[src/rtl/raycast_pkg.sv]
// Shared types and constants for the raycaster column-bank path.
package raycast_pkg;

  typedef logic [1:0] bank_t;

  localparam int          NUM_COLS = 640;
  localparam int          COL_W    = 28;
  localparam int          ADDR_W   = 10;
  localparam logic [15:0] EOF_CMD  = 16'hFFFF;

  typedef enum logic {
    STAGE_LO,
    STAGE_HI
  } stage_e;

  // With three banks numbered 0..2, the one not named by a or b.
  function automatic bank_t free_bank(bank_t a, bank_t b);
    return bank_t'(2'd3 - a - b);
  endfunction

endpackage

[src/rtl/column_bank_scheduler_if.sv]
// Avalon-MM write-only slave bundle feeding the column bank scheduler.
interface column_bank_scheduler_if;

  logic        chipselect;
  logic        write;
  logic [15:0] writedata;

  modport master (output chipselect, write, writedata);
  modport slave  (input  chipselect, write, writedata);

endinterface

[src/rtl/column_word_assembler.sv]
// Packs LO/HI 16-bit writes into column words, tracks the column pointer and
// overflow, and flags end-of-frame commands.
module column_word_assembler
  import raycast_pkg::*;
#(
  parameter int NUM_COLS = raycast_pkg::NUM_COLS,
  parameter int COL_W    = raycast_pkg::COL_W,
  parameter int ADDR_W   = raycast_pkg::ADDR_W
) (
  input  logic              clk,
  input  logic              reset,
  input  logic              accept,
  input  logic [15:0]       writedata,
  output logic              commit,
  output logic              load,
  output logic              word_valid,
  output logic [ADDR_W-1:0] word_addr,
  output logic [COL_W-1:0]  word_data,
  output logic              col_overflow
);

  localparam logic [ADDR_W-1:0] COL_LIMIT = ADDR_W'(NUM_COLS);

  stage_e            stage_q, stage_d;
  logic [15:0]       lo_q;
  logic [ADDR_W-1:0] col_ptr;
  logic              hi_write;

  assign commit   = accept && (stage_q == STAGE_LO) && (writedata == EOF_CMD);
  assign hi_write = accept && (stage_q == STAGE_HI);
  assign load     = hi_write && (col_ptr < COL_LIMIT);

  always_ff @(posedge clk or posedge reset) begin
    if (reset) stage_q <= STAGE_LO;
    else       stage_q <= stage_d;
  end

  // NOTE: default first so every path assigns stage_d and no latch is inferred.
  always_comb begin
    stage_d = stage_q;
    if (accept) begin
      case (stage_q)
        STAGE_LO: if (writedata != EOF_CMD) stage_d = STAGE_HI;
        STAGE_HI: stage_d = STAGE_LO;
        default:  stage_d = STAGE_LO;
      endcase
    end
  end

  // NOTE: non-blocking assignments so every register samples pre-edge values.
  always_ff @(posedge clk or posedge reset) begin
    if (reset) begin
      lo_q         <= '0;
      col_ptr      <= '0;
      word_valid   <= 1'b0;
      word_addr    <= '0;
      word_data    <= '0;
      col_overflow <= 1'b0;
    end else begin
      word_valid <= load;
      if (accept && (stage_q == STAGE_LO) && !commit) lo_q <= writedata;
      if (load) begin
        word_addr <= col_ptr;
        word_data <= {writedata[11:0], lo_q};
        col_ptr   <= col_ptr + 1'b1;
      end
      if (hi_write && !load) col_overflow <= 1'b1;
      if (commit) begin
        col_ptr      <= '0;
        col_overflow <= 1'b0;
      end
    end
  end

endmodule

[src/rtl/column_bank_scheduler.sv]
// Triple-buffer bank-role controller for the raycaster column RAMs.
// Optional feature macro: FRAME_STATS_EN enables the saturating drop counter.
module column_bank_scheduler
  import raycast_pkg::*;
#(
  parameter int NUM_COLS = raycast_pkg::NUM_COLS,
  parameter int COL_W    = raycast_pkg::COL_W,
  parameter int ADDR_W   = raycast_pkg::ADDR_W
) (
  input  logic                    clk,
  input  logic                    reset,
  column_bank_scheduler_if.slave  avs,
  input  logic                    vblank_start,
  output logic                    wr_en,
  output bank_t                   wr_bank,
  output logic [ADDR_W-1:0]       wr_addr,
  output logic [COL_W-1:0]        wr_data,
  output bank_t                   disp_bank,
  output logic                    ready_valid,
  output logic                    swap_pulse,
  output logic                    col_overflow,
  output logic [7:0]              drop_count
);

  logic  commit, load;
  bank_t wbank_q, rbank_q;
  bank_t disp_d, wbank_d, rbank_d;
  logic  rvalid_d, swap_d;

  column_word_assembler #(
    .NUM_COLS (NUM_COLS),
    .COL_W    (COL_W),
    .ADDR_W   (ADDR_W)
  ) u_assembler (
    .clk          (clk),
    .reset        (reset),
    .accept       (avs.chipselect && avs.write),
    .writedata    (avs.writedata),
    .commit       (commit),
    .load         (load),
    .word_valid   (wr_en),
    .word_addr    (wr_addr),
    .word_data    (wr_data),
    .col_overflow (col_overflow)
  );

  always_comb begin
    disp_d   = disp_bank;
    wbank_d  = wbank_q;
    rbank_d  = rbank_q;
    rvalid_d = ready_valid;
    swap_d   = 1'b0;
    if (commit && vblank_start) begin
      // The just-finished frame goes straight to the display.
      disp_d   = wbank_q;
      rvalid_d = 1'b0;
      swap_d   = 1'b1;
      wbank_d  = ready_valid ? rbank_q : disp_bank;
    end else if (commit) begin
      rbank_d  = wbank_q;
      rvalid_d = 1'b1;
      wbank_d  = ready_valid ? rbank_q : free_bank(disp_bank, wbank_q);
    end else if (vblank_start && ready_valid) begin
      disp_d   = rbank_q;
      rvalid_d = 1'b0;
      swap_d   = 1'b1;
    end
  end

  always_ff @(posedge clk or posedge reset) begin
    if (reset) begin
      disp_bank   <= 2'd0;
      wbank_q     <= 2'd1;
      rbank_q     <= 2'd2;
      ready_valid <= 1'b0;
      swap_pulse  <= 1'b0;
      wr_bank     <= 2'd0;
    end else begin
      disp_bank   <= disp_d;
      wbank_q     <= wbank_d;
      rbank_q     <= rbank_d;
      ready_valid <= rvalid_d;
      swap_pulse  <= swap_d;
      if (load) wr_bank <= wbank_q;
    end
  end

`ifdef FRAME_STATS_EN
  logic       drop_event;
  logic [7:0] drop_q;

  assign drop_event = commit && ready_valid;

  always_ff @(posedge clk or posedge reset) begin
    if (reset)                              drop_q <= '0;
    else if (drop_event && drop_q != 8'hFF) drop_q <= drop_q + 8'd1;
  end

  assign drop_count = drop_q;
`else
  assign drop_count = '0;
`endif

  a_no_write_to_display: assert property (
    @(posedge clk) disable iff (reset) wr_en |-> (wr_bank != disp_bank)
  );

endmodule

[src/flat_wrapper.sv]
// flat-port wrapper written by rule: the top's interface ports become plain ports
module column_bank_scheduler_flat import raycast_pkg::*;
#(
  parameter int NUM_COLS = raycast_pkg::NUM_COLS,
  parameter int COL_W    = raycast_pkg::COL_W,
  parameter int ADDR_W   = raycast_pkg::ADDR_W
)
  (clk, reset, vblank_start, wr_en, wr_bank, wr_addr, wr_data, disp_bank, ready_valid, swap_pulse, col_overflow, drop_count, avs_chipselect, avs_write, avs_writedata);
  column_bank_scheduler_if avs_i ();
  input  logic clk;
  input  logic reset;
  input  logic vblank_start;
  output logic wr_en;
  output bank_t wr_bank;
  output logic [ADDR_W-1:0] wr_addr;
  output logic [COL_W-1:0] wr_data;
  output bank_t disp_bank;
  output logic ready_valid;
  output logic swap_pulse;
  output logic col_overflow;
  output logic [7:0] drop_count;
  input wire logic [$bits(avs_i.chipselect)-1:0] avs_chipselect;
  input wire logic [$bits(avs_i.write)-1:0] avs_write;
  input wire logic [$bits(avs_i.writedata)-1:0] avs_writedata;
  assign avs_i.chipselect = avs_chipselect;
  assign avs_i.write = avs_write;
  assign avs_i.writedata = avs_writedata;
  column_bank_scheduler #(.NUM_COLS(NUM_COLS), .COL_W(COL_W), .ADDR_W(ADDR_W)) u_core (.clk(clk), .reset(reset), .avs(avs_i), .vblank_start(vblank_start), .wr_en(wr_en), .wr_bank(wr_bank), .wr_addr(wr_addr), .wr_data(wr_data), .disp_bank(disp_bank), .ready_valid(ready_valid), .swap_pulse(swap_pulse), .col_overflow(col_overflow), .drop_count(drop_count));
endmodule
[config.mk]
export PLATFORM = sky130hd
export DESIGN_NAME = column_bank_scheduler_flat
export DESIGN_NICKNAME = d
export VERILOG_FILES = /design/src/rtl/raycast_pkg.sv /design/src/rtl/column_bank_scheduler_if.sv /design/src/rtl/column_word_assembler.sv /design/src/rtl/column_bank_scheduler.sv /design/src/flat_wrapper.sv
export SDC_FILE = /design/constraint.sdc
export NUM_CORES = 1
export LEC_CHECK = 0
export BUFFER_PORTS_ARGS = -buffer_cell sky130_fd_sc_hd__buf_2
export CORE_MARGIN = 4
export CORE_UTILIZATION = 43
export DETAILED_ROUTE_END_ITERATION = 6
export GPL_TIMING_DRIVEN = 0
export PLACE_DENSITY = 0.66
export RECOVER_POWER = 25
export SLEW_MARGIN = 20
export SYNTH_ARGS = -nofsm -noshare
export SYNTH_HDL_FRONTEND = slang
export SYNTH_SLANG_ARGS = --single-unit
[constraint.sdc]
create_clock -name clk -period 2.9 [get_ports clk]
set_input_delay 0.145 -clock clk [delete_from_list [all_inputs] [get_ports clk]]
set_output_delay 0.145 -clock clk [all_outputs]
set_load 0.05 [all_outputs]
==> impl_metrics.yaml <==
synth:
  yosysWarnings: 0
  synth_cells: 314
  yosysSeqAreaShare: 0.6019
  synth_cell_types: 36
  synth_edf_count: 0
  synth_flop_cell: "dfrtp_1"
  async_reset_ff_frac: 1.000
  ys_ff_latch: 77
  avgSynthCellArea_sq_um: 10.21
  syn_area_sq_um: 3206
floorplan:
  num_rows: 31
  coreArea_sq_um: 7253
  die_h_um: 94.34
  io_pins: 75
  dieArea_sq_um: 8900
  start_util: 0.4420
  die_x_um: 94.34
min_path:
  worstHoldPathType: "in -> reg"
  holdCritStartpoint: "avs_writedata[1]"
  holdPathStages: 3
timing:
  timing.fmax_ghz: 0.5412
  worst_slew_margin_rel: -0.2546
  rsz0062_at_grt: "no"
  final.setup.tns_ns: 0
  finalWorstSetupSlack_ns: 1.052
  worst_slew_pin_slew_ns: 1.872
  slew_viol_final: 43
  setup_viol: 0
  skew_ns: 0.005376
  finalHoldViolCount: 0
  min_period_over_period: 0.6372
  fin_crit_ns: 1.848
status:
  status: "complete, but fails checks"
  violations: "capacitance limit, slew limit"
placed_design:
  pre_cts_ws_ns: 1.015
  dp_cells: 486
  gp_congestion: 0.7993
  place_area_sq_um: 3704
  port_buffers: 65
  dp_hpwl_um: 4870
cts:
  cts_root_buffer: "clkbuf_8"
  clk_pin_slew_worst_paths_ns: 0.08
  tritoncts: "yes"
  cts.sinks: 77
  htreeDepth: 3
  cts_resized: 0
  ctsHoldBuffers: 2
  cts_setup_buffers: 0
  cts_buffer_depth: 2
  clk_latency_ns: 0.35
  cts_buffers: 9
route:
  drtAntennaViolNets: 0
  drc: 0
  vias: 2398
  wirelength_um: 6864
  drtIter0Drc: 92
  firstDrtPassIters: 6
  vias_per_cell: 4.758
  wl_per_cell_um: 13.62
setup_path:
  reg2reg_from: "u_core.u_assembler.col_ptr[7]"
  critical_path.top_delay_family: "simple AND/OR/NAND/NOR gates"
  critical_path_class: "reg -> reg"
  critPathCaptureType: "flip-flop"
  worstSetupEndpoint: "u_core.u_assembler.col_ptr[7]"
  r2r-end: "u_core.u_assembler.col_ptr[7]"
  slowest_stage: "nor4_1"
  cp.depth: 5
  cp_data_required_time_ns: 3.14
  crit_buf_inv: 0
  worstSetupStartpointType: "flip-flop"
  path_max_fanout: 5
  reg2reg_setup_slack_ns: 1.05
  cp.arrival_ns: 2.08
  max_stage_delay_ns: 0.65
  crit_chain: "o21a_1 -> nor4_1 -> nand3_1 -> xor2_1 -> nor2_1"
  r2r_cells: 5
  setup.worst_path.start: "u_core.u_assembler.col_ptr[7]"
finish:
  n_antenna_cell: 0
  final_nets: 423
  final_cell_area_sq_um: 3933
  fin_cells: 504
  area.growth.synth_to_final_pct: 22.68
  drive_gt1_frac: 0.2963
grt:
  antenna_found_initial: 0
  grt_max_degree: 44
  gr-usage-all-layers: 0.1698
  grt_pass1_wl_um: 11500
  grt_pass1_vias: 2405
  grt_overflow: 0
power_and_ir_drop:
  static-leakage-power_nw: 2.114
  vdd_ir_drop_max_uv: 562.8
  total_power_w: 0.003687
  p_per_area_nw_per_um2: 937.6
flow_run:
  maxCapViolCount: 1
## how the worst min path moves through the flow
| stage | endpoint | slack, ns |
|---|---|---|
| 2_1_floorplan | u_core.u_assembler.word_data[16] | 0.25 |
| 3_3_place_gp | u_core.ready_valid | 0.35 |
| 3_5_place_dp | u_core.u_assembler.word_addr[3] | 0.23 |
| 4_1_cts | u_core.u_assembler.word_data[17] | 0.005 |
| 5_1_grt | u_core.u_assembler.word_data[25] | 0.03 |
| 6_report | u_core.u_assembler.word_data[17] | 0.02 |
## logic make-up (layout without fill, tap and decap cells)
| logic type | Yosys count | in the layout | share of synthesized area |
|---|---|---|---|
| AND/OR/NAND/NOR | 161 | 161 | 0.2104 |
| multiplexers | 20 | 20 | 0.07182 |
| adder cells (fa/ha/maj) | 2 | 2 | 0.007805 |
| XOR/XNOR | 8 | 8 | 0.02186 |
| flip-flops | 77 | 77 | 0.6019 |
| AO/OA/AOI/OAI | 18 | 18 | 0.03435 |
| other | 1 | 8 | 0.001170 |
| buffers and inverters | 27 | 111 | 0.05073 |
## area by class of cell
type | instances | area (sq um)
sequential | 77 | 1929
buffer | 23 | 147.6
timing repair buffer | 68 | 365.4
fill | 670 | 3321
clock buffer | 10 | 137.6
inverter | 4 | 16.27
clock inverter | 6 | 72.57
tap | 99 | 123.9
multi-input combinational | 217 | 1140
## worst reg2reg max path: cells and delay by family (launching register included)
family | cells | cell delay, ns
flip-flops | 1 | 0.44
XOR/XNOR | 1 | 0.18
AND/OR/NAND/NOR | 3 | 0.89
AO/OA/AOI/OAI | 1 | 0.23
## placed cells by master, fill, tap and decap left out, types with 3 or more instances in the layout
master and instances:
mux2_2 16, buf_4 9, clkbuf_8 10, clkbuf_1 9, and3_1 3, conb_1 8
nand2_1 126, nor2_1 13, xnor2_1 3, nand4_1 7, nand3_1 3, dfrtp_1 75
xor2_1 5, o21ai_0 5, buf_2 66, clkinv_4 4, a21oi_1 5
## synth_stat cells, types with 3 or more instances
master      n  area [sq um]
mux2_2     16         180.2
inv_1       3         11.26
a21oi_1     5         25.02
nand2_1   126         473.0
dfrtp_1    75          1877
xnor2_1     3         26.28
xor2_1      5         43.79
and3_1      3         18.77
nand3_1     3         15.01
nor2_1     13         48.80
o21ai_0     5         25.02
buf_4       9         67.56
clkbuf_1    9         33.78
nand4_1     7         43.79
## state kept, by name, summed over array words and instances, names as in the netlist
register                         count
u_core.u_assembler.word_data        28
u_core.u_assembler.lo_q             16
u_core.u_assembler.col_ptr          10
u_core.u_assembler.word_addr        10
u_core.disp_bank                     2
u_core.rbank_q                       2
u_core.wbank_q                       2
u_core.wr_bank                       2
u_core.ready_valid                   1
u_core.swap_pulse                    1
u_core.u_assembler.col_overflow      1
u_core.u_assembler.stage_q           1
u_core.u_assembler.word_valid        1
## report_power, final
part	switching (W)	internal [W]
sequential	0.000159	0.00136
clock	0.000408	0.000427
combinational	0.00101	0.000326
## metal layers
layer	global-route usage	vias up	part of all wire
li1	-	1169	-
met1	0.2228	1153	0.44
met2	0.2606	62	0.47
met3	0.04781	14	0.068
met4	0.08063	0	0.019
met5	0	-	0
## through the flow
| step | utilization | hold WS (ns) |
|---|---|---|
| final | 0.5422 | 0.02012 |
| after CTS | 0.5423 | 0.004556 |
| after detailed placement | 0.5106 | 0.2325 |
| after floorplan | - | 0.2504 |
| after global placement | 0.5075 | 0.3492 |
| after global routing | 0.5422 | 0.02650 |
Power figures use the tool's default switching activity.
